--- config.mk ---
export PLATFORM = sky130hd
export DESIGN_NAME = stream_demux_router
export DESIGN_NICKNAME = d
export VERILOG_FILES = /design/src/rtl/stream_demux_router.sv
export SDC_FILE = /design/constraint.sdc
export NUM_CORES = 1
export LEC_CHECK = 0
export CAP_MARGIN = 25
export CORE_UTILIZATION = 39
export DETAILED_ROUTE_END_ITERATION = 12
export PLACE_DENSITY = 0.84
export SLEW_MARGIN = 30
export SYNTH_ARGS = -nofsm -noshare
export SYNTH_HDL_FRONTEND = slang
export SYNTH_SLANG_ARGS = --single-unit
--- constraint.sdc ---
create_clock -name clk_i -period 3 [get_ports clk_i]
set_input_delay 0.6 -clock clk_i [delete_from_list [all_inputs] [get_ports clk_i]]
set_output_delay 0.6 -clock clk_i [all_outputs]
set_load 0.01 [all_outputs]
--- src/rtl/stream_demux_router.sv ---
// stream_demux_router: routes whole packets from one stream to STREAM_COUNT outputs by id, discarding out-of-range ids
module stream_demux_router #(
  parameter int T_DATA_WIDTH   = 8,
  parameter int T_QOS__WIDTH   = 4,
  parameter int STREAM_COUNT   = 2,
  parameter int T_ID___WIDTH   = $clog2(STREAM_COUNT),
  parameter int DROP_CNT_WIDTH = 8
) (
  input  logic                                       clk_i,
  input  logic                                       rst_i,
  input  logic [T_DATA_WIDTH-1:0]                    s_data_i,
  input  logic [T_QOS__WIDTH-1:0]                    s_qos_i,
  input  logic [T_ID___WIDTH-1:0]                    s_id_i,
  input  logic                                       s_last_i,
  input  logic                                       s_valid_i,
  output logic                                       s_ready_o,
  output logic [STREAM_COUNT-1:0][T_DATA_WIDTH-1:0]  m_data_o,
  output logic [STREAM_COUNT-1:0][T_QOS__WIDTH-1:0]  m_qos_o,
  output logic [STREAM_COUNT-1:0]                    m_last_o,
  output logic [STREAM_COUNT-1:0]                    m_valid_o,
  input  logic [STREAM_COUNT-1:0]                    m_ready_i,
  output logic [DROP_CNT_WIDTH-1:0]                  drop_cnt_o
);
  typedef enum logic [1:0] {HEAD, BODY, DROP} state_t;
  localparam logic [T_ID___WIDTH:0] ID_LIMIT = (T_ID___WIDTH+1)'(STREAM_COUNT);
  state_t                    state;
  logic [T_ID___WIDTH-1:0]   lock_id, out_dest, cur_dest;
  logic                      out_valid, out_last, head_drop, discard, out_hs, accept;
  logic [T_DATA_WIDTH-1:0]   out_data;
  logic [T_QOS__WIDTH-1:0]   out_qos;
  logic [DROP_CNT_WIDTH-1:0] drop_cnt;
  // m_valid_o is one-hot at out_dest, so any handshake means the held beat's port is ready
  always_comb begin
    cur_dest  = state == BODY ? lock_id : s_id_i;
    head_drop = state == HEAD && {1'b0, s_id_i} >= ID_LIMIT;
    discard   = head_drop || state == DROP;
    out_hs    = |(m_valid_o & m_ready_i);
    s_ready_o = discard || !out_valid || out_hs;
    accept    = s_valid_i && s_ready_o;
  end
  for (genvar k = 0; k < STREAM_COUNT; k++) begin : g_out
    assign m_valid_o[k] = out_valid && out_dest == T_ID___WIDTH'(k);
    assign m_last_o[k]  = out_last && m_valid_o[k];
    assign m_data_o[k]  = out_data;
    assign m_qos_o[k]   = out_qos;
  end
  assign drop_cnt_o = drop_cnt;
  always_ff @(posedge clk_i) begin
    if (rst_i) begin
      state     <= HEAD;
      lock_id   <= '0;
      out_valid <= 1'b0;
      out_dest  <= '0;
      out_data  <= '0;
      out_qos   <= '0;
      out_last  <= 1'b0;
      drop_cnt  <= '0;
    end else begin
      if (accept && !discard) begin
        out_valid <= 1'b1;
        out_dest  <= cur_dest;
        out_data  <= s_data_i;
        out_qos   <= s_qos_i;
        out_last  <= s_last_i;
      end else if (out_hs) out_valid <= 1'b0;
      if (accept && state == HEAD) begin
        state <= s_last_i ? HEAD : (head_drop ? DROP : BODY);
        if (!s_last_i && !head_drop) lock_id <= s_id_i;
        if (head_drop && !(&drop_cnt)) drop_cnt <= drop_cnt + DROP_CNT_WIDTH'(1);
      end else if (accept && s_last_i) state <= HEAD;
    end
  end
endmodule
# [After elaboration in Yosys (flattened, before gate mapping)]
# Index checks and enable logic that the tools add are counted.
[classes] n_eq_ne=2 n_mux=6 bitwise_logic=3 reduce_logical=17
[op_table] operator="$logic_and 1x1->1" n=8
[op_table] operator="$mux 1" n=4
[op_table] operator="$mux 2" n=2
[op_table] operator="$reduce_bool 2->1" n=2
[op_table] operator="$and 2x2->2" n=1
[op_table] operator="$eq 2x1->1 const B" n=1
[op_table] operator="$eq 2x2->1 const B" n=1
[op_table] operator="$logic_not 1->1" n=2
[op_table] operator="$logic_not 2->1" n=1
[op_table] operator="$logic_or 1x1->1" n=2
[op_table] operator="$not 1->1" n=2
[op_table] operator="$reduce_and 2->1" n=1
[op_table] operator="$reduce_or 2->1" n=1
[totals] ff_bits=18 out_inout_bits=37 elab_cells=35

# [Logic depth before layout (Yosys ltp)]
# Gate-level depths: netlist of run 1.
[depth] depth_word=9 depth_mapped=4 ltp_nobuf=3

# [Worst setup path before layout of run 1]
# Ideal clock, no wire load.
[synth_path] path_type="input port to output port" from="input m_ready_i[1]" to="output s_ready_o" arrival_time_ns=1.016 t_required_ns=2.400 path_slack_ns=1.384 cell_stages=2 path_buffers=0 path_cell_list="mux2i_2 -> nand2_1"
[synth_between] elab_chain_len=3
[synth_rtl] element="start, declared" line="21" rtl="input logic [STREAM_COUNT-1:0] m_ready_i,"
[synth_rtl] element="$and 2x2->2" line="37" rtl="out_hs = |(m_valid_o & m_ready_i);"
[synth_rtl] element="$reduce_or 2->1" line="37"
[synth_rtl] element="$logic_or 1x1->1" line="38" rtl="s_ready_o = discard || !out_valid || out_hs;"
[synth_rtl] element="end, declared" line="16" rtl="output logic s_ready_o,"
# No other way between the ends.

# [Worst setup path after layout of run 1]
[layout_path] from="input m_ready_i[0]" to="output s_ready_o"
# Same word-level chain as after synthesis.

==> flow_summary.yaml, run 1 <==
drt:
  post-route-drc-count: 0
  drtIter0Drc: 10
  wl_per_cell_um: 11.0
  antenna_left: 0
  dr.pass1.iters: 6
  vias: 745
  via_per_inst: 4.54
  routed_wl_mm: 1.81
place:
  hpwl_mm: 1.38
  io_buffers: 47
  gp_congestion: 0.731
  pre_cts_slack_ns: 0.455
setup_path:
  path_buf_inv: 2
  worst_path_most_repeated_cell: "clkdlybuf4s50_1"
  crit_path_end_kind: "output pin"
  cp_top_family: "buffers and inverters"
  worstSetupPathType: "in -> out"
  r2r_start: "out_dest"
  startpoint: "m_ready_i[0]"
  arrival_ns: 1.95
  cp_max_fo: 3
  cp_slowest_cell: "clkdlybuf4s50_1"
  start_kind: "primary input"
  max_stage_delay_ns: 0.49
  required_ns: 2.40
  cp_cell_sequence: "clkdlybuf4s50_1 -> mux2i_2 -> nand2_1 -> clkdlybuf4s50_1"
sta:
  fin_crit_sh_pct: 84.9
  tns_ns: 0
  finalMaxSlewViolations: 0
  rsz0062_at_grt: "no"
  holdWs_ns: 0.472
  finalSetupViolations: 0
  tightest_slew_ns: 0.801
  slew_headroom_pct: 46.6
  fin_crit_ns: 2.55
  clock.fmax_mhz: 393
  finalHoldViolations: 0
  finClkSkew_ns: 0.0116
  setup_ws_ns: 0.454
logic_synthesis:
  synth-seq-cells: 17
  netlist_area_sq_um: 908
  muxShareOfSynthArea_pct: 19.3
  synthXorXnorAreaFrac_pct: 0
  synth-compound-area-share_pct: 7.85
  synth_top_area_share_pct: 37.5
  syn_inst: 102
  synth_top_area_cell: "dfxtp_1"
  synth_top_family_by_area: "buffers and inverters"
  yosysSeqAreaShare_pct: 37.5
  synth_cell_types: 19
  yosys.area_share.adder_pct: 0
  syn_area_per_cell_sq_um: 8.91
  synth-simple-area-share_pct: 14.7
  synth_area_leaders: "dfxtp_1 37%, buf_4 17%, mux2i_1 17%"
  yosysWarnings: 0
global_route:
  grt_start_max_net_pins: 31
  antenna_found_initial: 0
  grt_usage_pct: 15.1
  grt_pass1_wl_mm: 2.99
  grt_pass1_vias: 712
  grt_overflow: 0
cts:
  hold_buffers: 0
  cts_root_buffer: "clkbuf_4"
  h-tree-depth: 1
  cts_setup_buffers: 0
  cts_resized: 0
  cts_buffer_depth: 2
  cts.clk_slew.worst_paths_ns: 0.09
  cts_buffers: 3
  clock-sinks: 17
  clk_latency_ns: 0.29
  cts_tree: "done"
floorplanning:
  core_sq_um: 2210
  die_w_um: 50.3
  rows: 17
  die-height_um: 50.3
  boundaryPins: 56
  start_util_pct: 41.1
  die-area_sq_um: 2530
finish:
  syn_to_final_growth_pct: 42.6
  nets: 156
  diodes: 0
  drive_gt1_share_pct: 7.35
power_and_ir_drop:
  power_per_cell_area_nw_per_um2: 398
  leakage_nw: 0.546
  ir_drop_v: 0.000252
outcome:
  status: "completed"
min_path:
  min_from: "lock_id"
  hold_path_class: "reg -> reg"
run:
  cap_viol_max_count: 0
==> sequential cells by signal (all words and copies together), names as in the netlist <==
| signal | count |
|---|---|
| out_dest | 1 |
| out_last | 1 |
| out_valid | 1 |
| state | 1 |
| out_data | 8 |
| lock_id | 1 |
| out_qos | 4 |
==> logic make-up after synthesis <==
group	count (synthesis)
compound gates	7
buf+inv	27
flops	17
mux	17
other cells	1
simple gates	33
==> through the flow <==
| stage | util, % | instance area [sq um] | instances | total power [mW] |
|---|---|---|---|---|
| floorplan | - | 935 | 109 | 0.343 |
| finish | 58.5 | 1290 | 164 | 0.515 |
| global placement | 57.3 | 1270 | 160 | 0.397 |
| global route | 58.5 | 1290 | 164 | 0.545 |
| CTS | 58.5 | 1290 | 164 | 0.521 |
| detailed placement | 57.3 | 1270 | 160 | 0.400 |
==> power breakdown <==
| group | leakage [nW] | internal (mW) | switching [mW] | total [mW] |
|---|---|---|---|---|
| Sequential | 0.140 | 0.242 | 0.0146 | 0.256 |
| Clock | 0.0177 | 0.0495 | 0.0715 | 0.121 |
| Combinational | 0.388 | 0.0818 | 0.0561 | 0.138 |
==> worst min-delay path, cell delays in order, from the launching register on <==
cell	delay [ns]
dfxtp_1	0.32
nand2_1	0.05
mux2i_1	0.05
==> final timing paths <==
| path | slack, ns | cells past startpoint | to |
|---|---|---|---|
| worst max-delay path | 0.45 | 4 | s_ready_o |
| worst min-delay path | 0.47 | 2 | lock_id |
| worst max register to register | 1.55 | 3 | out_data[2] |
| worst min register to register | 0.47 | 2 | lock_id |
==> cells in the mapped netlist <==
library cell	n
mux2i_2	1
buf_6	1
mux2i_1	15
and2_2	1
conb_1	1
o211ai_1	2
clkbuf_1	3
o211a_1	2
inv_1	3
nand2_1	29
mux2_2	1
nor2_1	1
dfxtp_1	17
and2_1	1
a2111oi_2	1
buf_4	20
a21oi_1	1
and3_2	1
a21oi_4	1
==> layout make-up <==
type | count | area (sq um)
Clock buffer | 3 | 22.5
Clock inverter | 1 | 5.00
Fill cell | 194 | 917
Inverter | 3 | 11.3
Multi-Input combinational cell | 65 | 410
Sequential cell | 17 | 340
Tap cell | 28 | 35.0
Timing Repair Buffer | 47 | 470
==> layer usage <==
layer | vias up | wire (um) | global-route usage [%]
met1 | 350 | 801 | 16.8
met5 | - | 0 | 0
met2 | 25 | 929 | 28.2
met4 | 0 | 0 | 7.14
li1 | 370 | - | -
met3 | 0 | 79 | 1.21
==> placed cells by master (no fill, tap or decap) <==
cell / netlist / final
nor2_1: 1 / 1
a2111oi_2: 1 / 1
mux2_2: 1 / 1
clkdlybuf4s50_1: 0 / 47
a21oi_1: 1 / 1
nand2_1: 29 / 29
conb_1: 1 / 8
o211a_1: 2 / 2
clkbuf_4: 0 / 3
inv_1: 3 / 3
and2_2: 1 / 1
mux2i_2: 1 / 1
dfxtp_1: 17 / 17
a21oi_4: 1 / 1
clkinv_2: 0 / 1
o211ai_1: 2 / 2
mux2i_1: 15 / 15
and3_2: 1 / 1
and2_1: 1 / 1
Note: power is estimated with default switching activity, not from simulation.
==> run 2: changes to the inputs <==
CORE_UTILIZATION = 36   (was 39)
PLACE_DENSITY = 0.79   (was 0.84)
clock period = 2.5 ns   (was 3 ns; I/O delays follow)
==> flow_summary.yaml, run 2 (synthesis results as in run 1) <==
sta:
  rsz0062_at_grt: "no"
  tightest_slew_ns: 0.610
  finalMaxSlewViolations: 0
  slew_headroom_pct: 59.2
  clock.fmax_mhz: 422
  finalSetupViolations: 0
  finalHoldViolations: 0
  fin_crit_ns: 2.37
  finClkSkew_ns: 0.000442
  tns_ns: 0
  fin_crit_sh_pct: 94.8
power_and_ir_drop:
  p_total_uw: 620
  ir_drop_v: 0.000256
  power_frac_comb_pct: 27.1
  p_clk_share_pct: 23.4
  power_per_cell_area_nw_per_um2: 476
  switchingPower_uw: 168
  seq_power_share_pct: 49.5
  sw_frac_of_total_pct: 27.2
  internal-power_uw: 451
  leakage_nw: 0.549
finish:
  final_cell_mix: "47 x clkdlybuf4s50_1, 29 x nand2_1, 17 x dfxtp_1"
  diodes: 0
  nFillCells: 215
  reg.largest.list: "out_data x8, out_qos x4"
  final-seq-area_sq_um: 340
  regMostFlops: "out_data"
  largest_reg_flops: 8
  multiInputGateArea_sq_um: 410
  final_common_cell: "clkdlybuf4s50_1"
  syn_to_final_growth_pct: 43.3
  drive_gt1_share_pct: 7.30
  nets: 157
setup_path:
  max_stage_delay_ns: 0.49
  reg2reg_slack_ns: 1.02
  cp_cell_sequence: "clkdlybuf4s50_1 -> mux2i_2 -> nand2_1 -> clkdlybuf4s50_1"
  crit_path_end_kind: "output pin"
  required_ns: 2.00
  cp_slowest_cell: "clkdlybuf4s50_1"
  arrival_ns: 1.87
  cp_max_fo: 3
  worstSetupPathType: "in -> out"
  start_kind: "primary input"
  worst_path_most_repeated_cell: "clkdlybuf4s50_1"
global_route:
  grt_start_max_net_pins: 17
  grt_overflow: 0
  grt_usage_pct: 14.4
  antenna_found_initial: 0
  grt_pass1_wl_mm: 2.88
  grt_pass1_vias: 694
cts:
  cts_setup_buffers: 0
  cts_tree: "done"
  cts_root_buffer: "clkbuf_4"
  h-tree-depth: 1
  cts.clk_slew.worst_paths_ns: 0.09
  cts_resized: 0
  clock-sinks: 17
  hold_buffers: 0
  clk_latency_ns: 0.28
  cts_buffers: 3
  cts_buffer_depth: 2
floorplanning:
  rows: 17
  die-area_sq_um: 2730
  die_w_um: 52.2
  start_util_pct: 39.5
  die-height_um: 52.2
  core_sq_um: 2300
  boundaryPins: 56
min_path:
  hold_path_class: "reg -> reg"
drt:
  wl_per_cell_um: 11.6
  drtIter0Drc: 4
  antenna_left: 0
  via_per_inst: 4.54
  vias: 749
  post-route-drc-count: 0
  dr.pass1.iters: 4
  routed_wl_mm: 1.92
place:
  gp_congestion: 0.719
  hpwl_mm: 1.50
  io_buffers: 47
outcome:
  status: "completed"
run:
  cap_viol_max_count: 0
run 2: worst max-delay path: cells and delay by family:
kind,cells,cell delay [ns]
AND/OR/NAND/NOR,1,0.12
buffers and inverters,2,0.93
multiplexers,1,0.32
run 2: cell type report:
cell class | instances | area share, %
timing repair buffer | 48 | 36.7
clock buffer | 4 | 2.02
multi-input combinational | 65 | 31.5
tap | 28 | 2.69
sequential | 17 | 26.2
inverter | 3 | 0.865
run 2: power groups by stage:
stage,combinational [mW],sequential [mW],clock [mW]
finish,0.168,0.307,0.145
global route,0.181,0.310,0.165
CTS,0.170,0.307,0.149
detailed placement,0.169,0.313,0
global placement,0.165,0.312,0
floorplan,0.0951,0.317,0
run 2: routing by layer:
metal | part of all wire (%) | global-route usage [%] | vias up
li1 | - | - | 373
met5 | 0 | 0 | -
met3 | 9.1 | 4.06 | 3
met1 | 43 | 15.9 | 335
met4 | 1.2 | 5.26 | 0
met2 | 47 | 25.9 | 38
run 2: worst paths after layout:
check | start | endpoint | depth (start not counted)
worst min register to register | lock_id | lock_id | 2
worst max-delay path | m_ready_i[1] | s_ready_o | 4
worst min-delay path | lock_id | lock_id | 2
worst max register to register | out_dest | out_qos[0] | 3
run 2: through the flow:
stage	std cells	hold slack, ns	utilization [%]	instance area [sq um]	setup WS (ns)
after detailed placement	161	0.462	55.5	1270	0.127
after global routing	165	0.493	56.6	1300	0.0902
after floorplan	109	0.434	-	935	1.08
final	165	0.473	56.6	1300	0.131
after CTS	165	0.476	56.6	1300	0.120
after global placement	161	0.443	55.5	1270	0.183
==> run 3: changes to the inputs <==
CTS_CLUSTER_DIAMETER = 30   (was not set)
==> results of run 3 <==
Same layout as run 2: the final DEF is identical, and so are final timing and power.
